==> src/rtl/decode_stage.sv <==
// decode_stage: registered MIPS instruction decoder between fetch and execute.
// Each accepted instruction word becomes a registered control bundle. A small
// countdown tracks how long the multiply/divide unit stays occupied, and
// HI/LO-touching instructions are held off while it is busy.
//
// Handshake (both sides): a transfer happens on a rising clock edge when
// valid and ready are both high. The producer holds valid and data steady
// until the transfer. Ready may depend combinationally on the offered data.
// Valid never depends on ready. out_valid and the bundle come straight from
// registers. in_ready is combinational from out_valid, out_ready, md_busy
// and in_instr.
module decode_stage #(
    parameter int unsigned MULT_CYCLES = 5,
    parameter int unsigned DIV_CYCLES  = 10
) (
    input  logic        clk,
    input  logic        rst_n,
    input  logic        in_valid,
    output logic        in_ready,
    input  logic [31:0] in_instr,
    output logic        out_valid,
    input  logic        out_ready,
    output logic [31:0] out_instr,
    output logic        branch_jump,
    output logic [2:0]  npc_sel,
    output logic        reg_write,
    output logic        mem_read,
    output logic        mem_write,
    output logic [1:0]  wa_sel,
    output logic [1:0]  wd_sel,
    output logic [1:0]  md_start,
    output logic        illegal,
    output logic        md_busy
);

    // Primary opcodes
    localparam logic [5:0] OP_RTYPE = 6'h00;
    localparam logic [5:0] OP_J     = 6'h02;
    localparam logic [5:0] OP_JAL   = 6'h03;
    localparam logic [5:0] OP_BEQ   = 6'h04;
    localparam logic [5:0] OP_LW    = 6'h23;
    localparam logic [5:0] OP_SW    = 6'h2b;

    // R-type function codes
    localparam logic [5:0] FN_JR    = 6'h08;
    localparam logic [5:0] FN_JALR  = 6'h09;
    localparam logic [5:0] FN_MFHI  = 6'h10;
    localparam logic [5:0] FN_MFLO  = 6'h12;
    localparam logic [5:0] FN_MULT  = 6'h18;
    localparam logic [5:0] FN_DIV   = 6'h1a;
    localparam logic [5:0] FN_ADDU  = 6'h21;
    localparam logic [5:0] FN_SUBU  = 6'h23;
    localparam logic [5:0] FN_AND   = 6'h24;
    localparam logic [5:0] FN_OR    = 6'h25;

    // Field encodings
    localparam logic [2:0] NPC_PC4    = 3'd0;
    localparam logic [2:0] NPC_BRANCH = 3'd1;
    localparam logic [2:0] NPC_JUMP   = 3'd2;
    localparam logic [2:0] NPC_JREG   = 3'd3;

    localparam logic [1:0] WA_RT   = 2'd0;
    localparam logic [1:0] WA_RD   = 2'd1;
    localparam logic [1:0] WA_R31  = 2'd2;

    localparam logic [1:0] WD_ALU  = 2'd0;
    localparam logic [1:0] WD_MEM  = 2'd1;
    localparam logic [1:0] WD_PC8  = 2'd2;
    localparam logic [1:0] WD_HILO = 2'd3;

    localparam logic [1:0] MD_NONE = 2'b00;
    localparam logic [1:0] MD_MULT = 2'b01;
    localparam logic [1:0] MD_DIV  = 2'b10;

    // Busy-counter reload values (legal range keeps them within 8 bits)
    localparam logic [7:0] MULT_LOAD = 8'(MULT_CYCLES);
    localparam logic [7:0] DIV_LOAD  = 8'(DIV_CYCLES);

    // Control bundle carried to the execute stage
    typedef struct packed {
        logic       branch_jump;
        logic [2:0] npc_sel;
        logic       reg_write;
        logic       mem_read;
        logic       mem_write;
        logic [1:0] wa_sel;
        logic [1:0] wd_sel;
        logic [1:0] md_start;
        logic       illegal;
    } ctrl_t;

    logic [5:0] opcode;
    logic [5:0] funct;
    ctrl_t      dec_ctrl;
    logic       dec_hilo;

    logic        hazard;
    logic        accept;

    logic        valid_q,    valid_d;
    ctrl_t       ctrl_q,     ctrl_d;
    logic [31:0] instr_q,    instr_d;
    logic [7:0]  busy_cnt_q, busy_cnt_d;

    assign opcode = in_instr[31:26];
    assign funct  = in_instr[5:0];

    // Combinational decode of the offered word; anything outside the
    // supported set yields an all-zero bundle with only illegal set.
    always_comb begin
        dec_ctrl = '0;
        dec_hilo = 1'b0;
        case (opcode)
            OP_RTYPE: begin
                case (funct)
                    FN_ADDU, FN_SUBU, FN_AND, FN_OR: begin
                        dec_ctrl.reg_write = 1'b1;
                        dec_ctrl.wa_sel    = WA_RD;
                        dec_ctrl.wd_sel    = WD_ALU;
                    end
                    FN_JR: begin
                        dec_ctrl.branch_jump = 1'b1;
                        dec_ctrl.npc_sel     = NPC_JREG;
                    end
                    FN_JALR: begin
                        dec_ctrl.branch_jump = 1'b1;
                        dec_ctrl.npc_sel     = NPC_JREG;
                        dec_ctrl.reg_write   = 1'b1;
                        dec_ctrl.wa_sel      = WA_RD;
                        dec_ctrl.wd_sel      = WD_PC8;
                    end
                    FN_MULT: begin
                        dec_ctrl.md_start = MD_MULT;
                        dec_hilo          = 1'b1;
                    end
                    FN_DIV: begin
                        dec_ctrl.md_start = MD_DIV;
                        dec_hilo          = 1'b1;
                    end
                    FN_MFHI, FN_MFLO: begin
                        dec_ctrl.reg_write = 1'b1;
                        dec_ctrl.wa_sel    = WA_RD;
                        dec_ctrl.wd_sel    = WD_HILO;
                        dec_hilo           = 1'b1;
                    end
                    default: begin
                        dec_ctrl.illegal = 1'b1;
                    end
                endcase
            end
            OP_LW: begin
                dec_ctrl.reg_write = 1'b1;
                dec_ctrl.mem_read  = 1'b1;
                dec_ctrl.wa_sel    = WA_RT;
                dec_ctrl.wd_sel    = WD_MEM;
            end
            OP_SW: begin
                dec_ctrl.mem_write = 1'b1;
            end
            OP_BEQ: begin
                dec_ctrl.branch_jump = 1'b1;
                dec_ctrl.npc_sel     = NPC_BRANCH;
            end
            OP_J: begin
                dec_ctrl.branch_jump = 1'b1;
                dec_ctrl.npc_sel     = NPC_JUMP;
            end
            OP_JAL: begin
                dec_ctrl.branch_jump = 1'b1;
                dec_ctrl.npc_sel     = NPC_JUMP;
                dec_ctrl.reg_write   = 1'b1;
                dec_ctrl.wa_sel      = WA_R31;
                dec_ctrl.wd_sel      = WD_PC8;
            end
            default: begin
                dec_ctrl.illegal = 1'b1;
            end
        endcase
    end

    // A HI/LO user must wait while the multiply/divide unit is occupied;
    // everything else keeps flowing.
    assign md_busy  = (busy_cnt_q != 8'd0);
    assign hazard   = md_busy & dec_hilo;
    assign in_ready = (~valid_q | out_ready) & ~hazard;
    assign accept   = in_valid & in_ready;

    // Next-state for the output register: load on accept, drain when consumed,
    // otherwise hold so the bundle stays stable under back-pressure.
    always_comb begin
        valid_d = valid_q;
        ctrl_d  = ctrl_q;
        instr_d = instr_q;
        if (accept) begin
            valid_d = 1'b1;
            ctrl_d  = dec_ctrl;
            instr_d = in_instr;
        end else if (out_ready) begin
            valid_d = 1'b0;
        end
    end

    // Busy countdown: a new mult/div reload wins over the decrement. The
    // hazard rule guarantees a reload only happens once the count is zero.
    always_comb begin
        busy_cnt_d = busy_cnt_q;
        if (accept && dec_ctrl.md_start == MD_MULT) begin
            busy_cnt_d = MULT_LOAD;
        end else if (accept && dec_ctrl.md_start == MD_DIV) begin
            busy_cnt_d = DIV_LOAD;
        end else if (busy_cnt_q != 8'd0) begin
            busy_cnt_d = busy_cnt_q - 8'd1;
        end
    end

    // State registers; reset clears the bundle and drops any pending stall.
    always_ff @(posedge clk or negedge rst_n) begin
        if (!rst_n) begin
            valid_q    <= 1'b0;
            ctrl_q     <= '0;
            instr_q    <= 32'd0;
            busy_cnt_q <= 8'd0;
        end else begin
            valid_q    <= valid_d;
            ctrl_q     <= ctrl_d;
            instr_q    <= instr_d;
            busy_cnt_q <= busy_cnt_d;
        end
    end

    assign out_valid   = valid_q;
    assign out_instr   = instr_q;
    assign branch_jump = ctrl_q.branch_jump;
    assign npc_sel     = ctrl_q.npc_sel;
    assign reg_write   = ctrl_q.reg_write;
    assign mem_read    = ctrl_q.mem_read;
    assign mem_write   = ctrl_q.mem_write;
    assign wa_sel      = ctrl_q.wa_sel;
    assign wd_sel      = ctrl_q.wd_sel;
    assign md_start    = ctrl_q.md_start;
    assign illegal     = ctrl_q.illegal;

endmodule

==> config.mk <==
export PLATFORM = sky130hd
export DESIGN_NAME = decode_stage
export DESIGN_NICKNAME = d
export VERILOG_FILES = /design/src/rtl/decode_stage.sv
export SDC_FILE = /design/constraint.sdc
export NUM_CORES = 1
export LEC_CHECK = 0
export BUFFER_PORTS_ARGS = -buffer_cell sky130_fd_sc_hd__buf_4
export CAP_MARGIN = 20
export CORE_ASPECT_RATIO = 2
export CORE_MARGIN = 5
export CORE_UTILIZATION = 35
export CTS_BUF_LIST = sky130_fd_sc_hd__clkbuf_8
export CTS_CLUSTER_SIZE = 25
export DETAILED_ROUTE_END_ITERATION = 6
export PLACE_DENSITY = 0.68
export SYNTH_ARGS = -nofsm -noshare
export SYNTH_HDL_FRONTEND = slang
export SYNTH_SLANG_ARGS = --single-unit
==> constraint.sdc <==
create_clock -name clk -period 4.6 [get_ports clk]
set_input_delay 0.69 -clock clk [delete_from_list [all_inputs] [get_ports clk]]
set_output_delay 0.69 -clock clk [all_outputs]
set_load 0.02 [all_outputs]
==> results by group <==
Critical path
  – End point of the critical path: in_ready
  – Worst Setup Start Kind: flip-flop
  – Worst path bufs/invs: 2
  – Category of the worst setup path capture point: output port
  – CP arrival: 2240 ps
  – Type of the setup path with the least slack: flip-flop to output port
  – Slowest cell delay on critical path: between 500 and 600 ps
  – Highest net fanout along the worst path: 10
  – Data required time of the critical path: ~3900 ps
  – Register-to-Register Setup Slack: approximately 1700 ps
  – Critical path cell sequence: or4_4 -> nor3_4 -> inv_4 -> a21boi_0 -> buf_4
  – Worst Reg2Reg Path Length in Cells: 5
  – Startpoint of the worst-slack reg-to-reg timing path: busy_cnt_q[5]
  – Endpoint of the worst register-to-register path: out_instr[23]
  – Critical Path Slowest Stage Cell: sky130_fd_sc_hd__or4_4
  – Gate family responsible for the most delay along the worst path: simple AND/OR/NAND/NOR gates
  – CP Depth: 5
  – Critical Path Start: busy_cnt_q[5]

Clock tree
  – Maximum number of buffers from clock root to sink: 2
  – TritonCTS Sinks: 54
  – Post-cts repair resize count: 0
  – Hold buffer count at CTS: 0
  – Source-to-sink clock delay at the later pin of the worst-skew pair: approximately 310 ps
  – CTS clock-pin slew for the worst setup and hold paths: about 110 ps
  – Number of H-tree levels: 2
  – Clock buffers created by TritonCTS: 5
  – Post-CTS Repair Setup Buffers: 0
  – Clock tree from TritonCTS: built
  – Clock tree root buffer cell: sky130_fd_sc_hd__clkbuf_8

Logic synthesis
  – Commonest register cell after synthesis: sky130_fd_sc_hd__dfrtp_1
  – Total of warnings raised by yosys: 0
  – Cells after synthesis: a little under 200
  – Average cell area after synthesis: ~13 µm²
  – Distinct cells, synth: between 40 and 50
  – Register bit total from synthesis: 54
  – Share of synthesized flip-flops with an asynchronous set or reset: 100.0%
  – Top post-synthesis cells by area: sky130_fd_sc_hd__dfrtp_1 53%, sky130_fd_sc_hd__mux2_2 13%, sky130_fd_sc_hd__mux2_4 4.7%
  – Most used standard cells in the synthesized netlist: 54 x sky130_fd_sc_hd__dfrtp_1, 29 x sky130_fd_sc_hd__mux2_2, 9 x sky130_fd_sc_hd__inv_1
  – Number of flops mapped to enable cells by yosys: 0
  – Most frequent cell after synthesis: sky130_fd_sc_hd__dfrtp_1
  – Register area share after synthesis: between 50 and 60%
  – Cell taking the most area after synthesis: sky130_fd_sc_hd__dfrtp_1
  – Total nets after synthesis: roughly 240
  – Summed instance area of the synthesized netlist: 2550 µm²
  – Share of the synthesized area in the top cell type: 52.99%

Finish
  – Final nets: between 300 and 400
  – Fraction of final layout cells sized beyond drive strength 1: 48.57%
  – ANT cells: 0
  – Syn-to-layout area delta: 29.98%

STA
  – Post-layout minimum cycle time: about 2900 ps
  – Max Clock Freq: around 340 MHz
  – Unrepaired setup endpoints after global routing: no
  – Fin. Hold Viols: 0
  – Setup skew after layout: just under 8 ps
  – Count of pins over their slew limit: 0
  – Worst-case headroom to the max-slew limit: between 30% and 40%
  – Share of the clock period used by the worst path: a little under two thirds
  – Finish-stage setup viols: 0
  – Fin Setup TNS: 0 ps
  – Tightest Pin Transition: around 1000 ps

GRT
  – Global route overflow: 0
  – Wire length of the first global-routing pass: around 9.5 mm
  – GRT Total Usage: between 10% and 20%
  – Initial antenna violation count: 0
  – Number of global-route vias before repair: approximately 1,900
  – Largest net degree at the start of global routing: between 50 and 60

Placement
  – Final estimated routing congestion in global placement: about 0.76
  – Half-perimeter wire length after placement: 4.550 mm
  – IO buf count: 83

Worst hold path
  – Hold Path Class: input port to asynchronous set/reset pin

Detailed routing
  – Wirelength, routed: between 6 and 7 mm
  – Via density per instance: 5.048
  – Via total after detailed routing: 1,878
  – Wire length per cell after detailed routing: approximately 16 µm
  – Detailed-router iteration count before antenna repair: 4
  – Post-route DRC violation count: 0
  – Remaining antenna violation count: 0
  – First DRT Iteration DRCs: 30

Floorplan
  – Starting utilization of the core area: ~35%
  – Cell row count: 44
  – Height of the die: ~130 µm
  – Std-Cell Core Area: 7212 µm²
  – Die Span X: 70.36 µm
  – Boundary Pins: 85
  – Die area: ~9200 µm²

Power
  – Power, Total: between 1 and 1.5 mW
  – Power density of the placed cells: slightly below 400 nW/µm²
  – Worst vdd rail ir drop: 0.2115 mV
  – Leakage power: approximately 1.5 nW

Run
  – MaxCap Viol Count: 0

Outcome
  – Run status: completed
-- power breakdown --
| part | internal (mW) | total [mW] | switching, mW |
|---|---|---|---|
| clock network | 0.114 | 0.287 | 0.172 |
| logic | 0.193 | 0.392 | 0.200 |
| registers | 0.559 | 0.619 | 0.0604 |
-- how the worst min path moves through the flow --
| stage | slack, ps | cells after the start | start | end |
|---|---|---|---|---|
| after floorplan | 390 | 0 | rst_n | branch_jump |
| after global placement | 450 | 1 | busy_cnt_q[7] | busy_cnt_q[7] |
| after detailed placement | 460 | 1 | busy_cnt_q[7] | busy_cnt_q[7] |
| after CTS | 420 | 1 | rst_n | out_instr[30] |
| after global routing | 460 | 1 | rst_n | wd_sel[0] |
| final | 400 | 1 | rst_n | out_instr[26] |
-- cell usage in the layout, fill, tap and decap left out, types with 3 or more instances in the layout --
master,Yosys,routed
sky130_fd_sc_hd__nand2_1,7,7
sky130_fd_sc_hd__dfrtp_1,54,54
sky130_fd_sc_hd__nor4_1,4,4
sky130_fd_sc_hd__nand2b_1,6,6
sky130_fd_sc_hd__xor2_1,3,3
sky130_fd_sc_hd__nor3_1,7,7
sky130_fd_sc_hd__mux2_4,8,8
sky130_fd_sc_hd__xnor2_1,3,3
sky130_fd_sc_hd__clkbuf_8,0,5
sky130_fd_sc_hd__mux2i_1,3,3
sky130_fd_sc_hd__o21ai_0,7,7
sky130_fd_sc_hd__inv_1,9,9
sky130_fd_sc_hd__nor2_1,5,5
sky130_fd_sc_hd__buf_4,1,83
sky130_fd_sc_hd__mux2_2,29,29
-- per-stage QoR --
step           hold WS (ps)  cell area [µm²]  util (%)  setup slack [ps]  cells
2_1_floorplan         394.4             2550         -              1957    199
3_3_place_gp          448.9             3217     44.60              1788    364
3_5_place_dp          464.5             3217     44.60              1704    364
4_1_cts               418.9             3314     45.96              1642    372
5_1_grt               463.1             3314     45.96              1506    372
6_report              398.9             3314     45.96              1669    372
-- sequential cells by signal, indices dropped and copies added, names as in the netlist --
register	cells
out_instr	32
busy_cnt_q	8
md_start	2
npc_sel	2
wa_sel	2
wd_sel	2
branch_jump	1
illegal	1
mem_read	1
mem_write	1
out_valid	1
reg_write	1
-- cell families (layout without fill, tap and decap cells) --
group,after synthesis,in the layout,synth area share [%]
buffers and inverters,20,101,4.367
other,1,1,0.1471
and+or+nand+nor,47,47,11.83
muxes,41,41,19.14
adders and majority gates,2,2,0.9812
AOI/OAI and AO/OA,28,28,8.489
DFF,54,54,52.99
xor gates and xnor gates,6,6,2.061
-- area by class of cell --
class	instances	area [µm²]
clock buffers	5	68.82
clock inverters	3	28.78
fillers	692	3897
inverters	10	40.04
multi-input cells	125	1087
flip-flops and latches	54	1351
well taps	92	115.1
repair buffers	83	623.1
-- per-layer routing --
metal | vias up | track usage [%] | routed length (µm)
met4 | 0 | 7.675 | 240
met2 | 49 | 23.43 | 3415
li1 | 884 | - | -
met3 | 15 | 2.221 | 229
met1 | 930 | 14.70 | 2199
met5 | - | 0 | 0
Note: power is estimated with default switching activity, not from simulation.
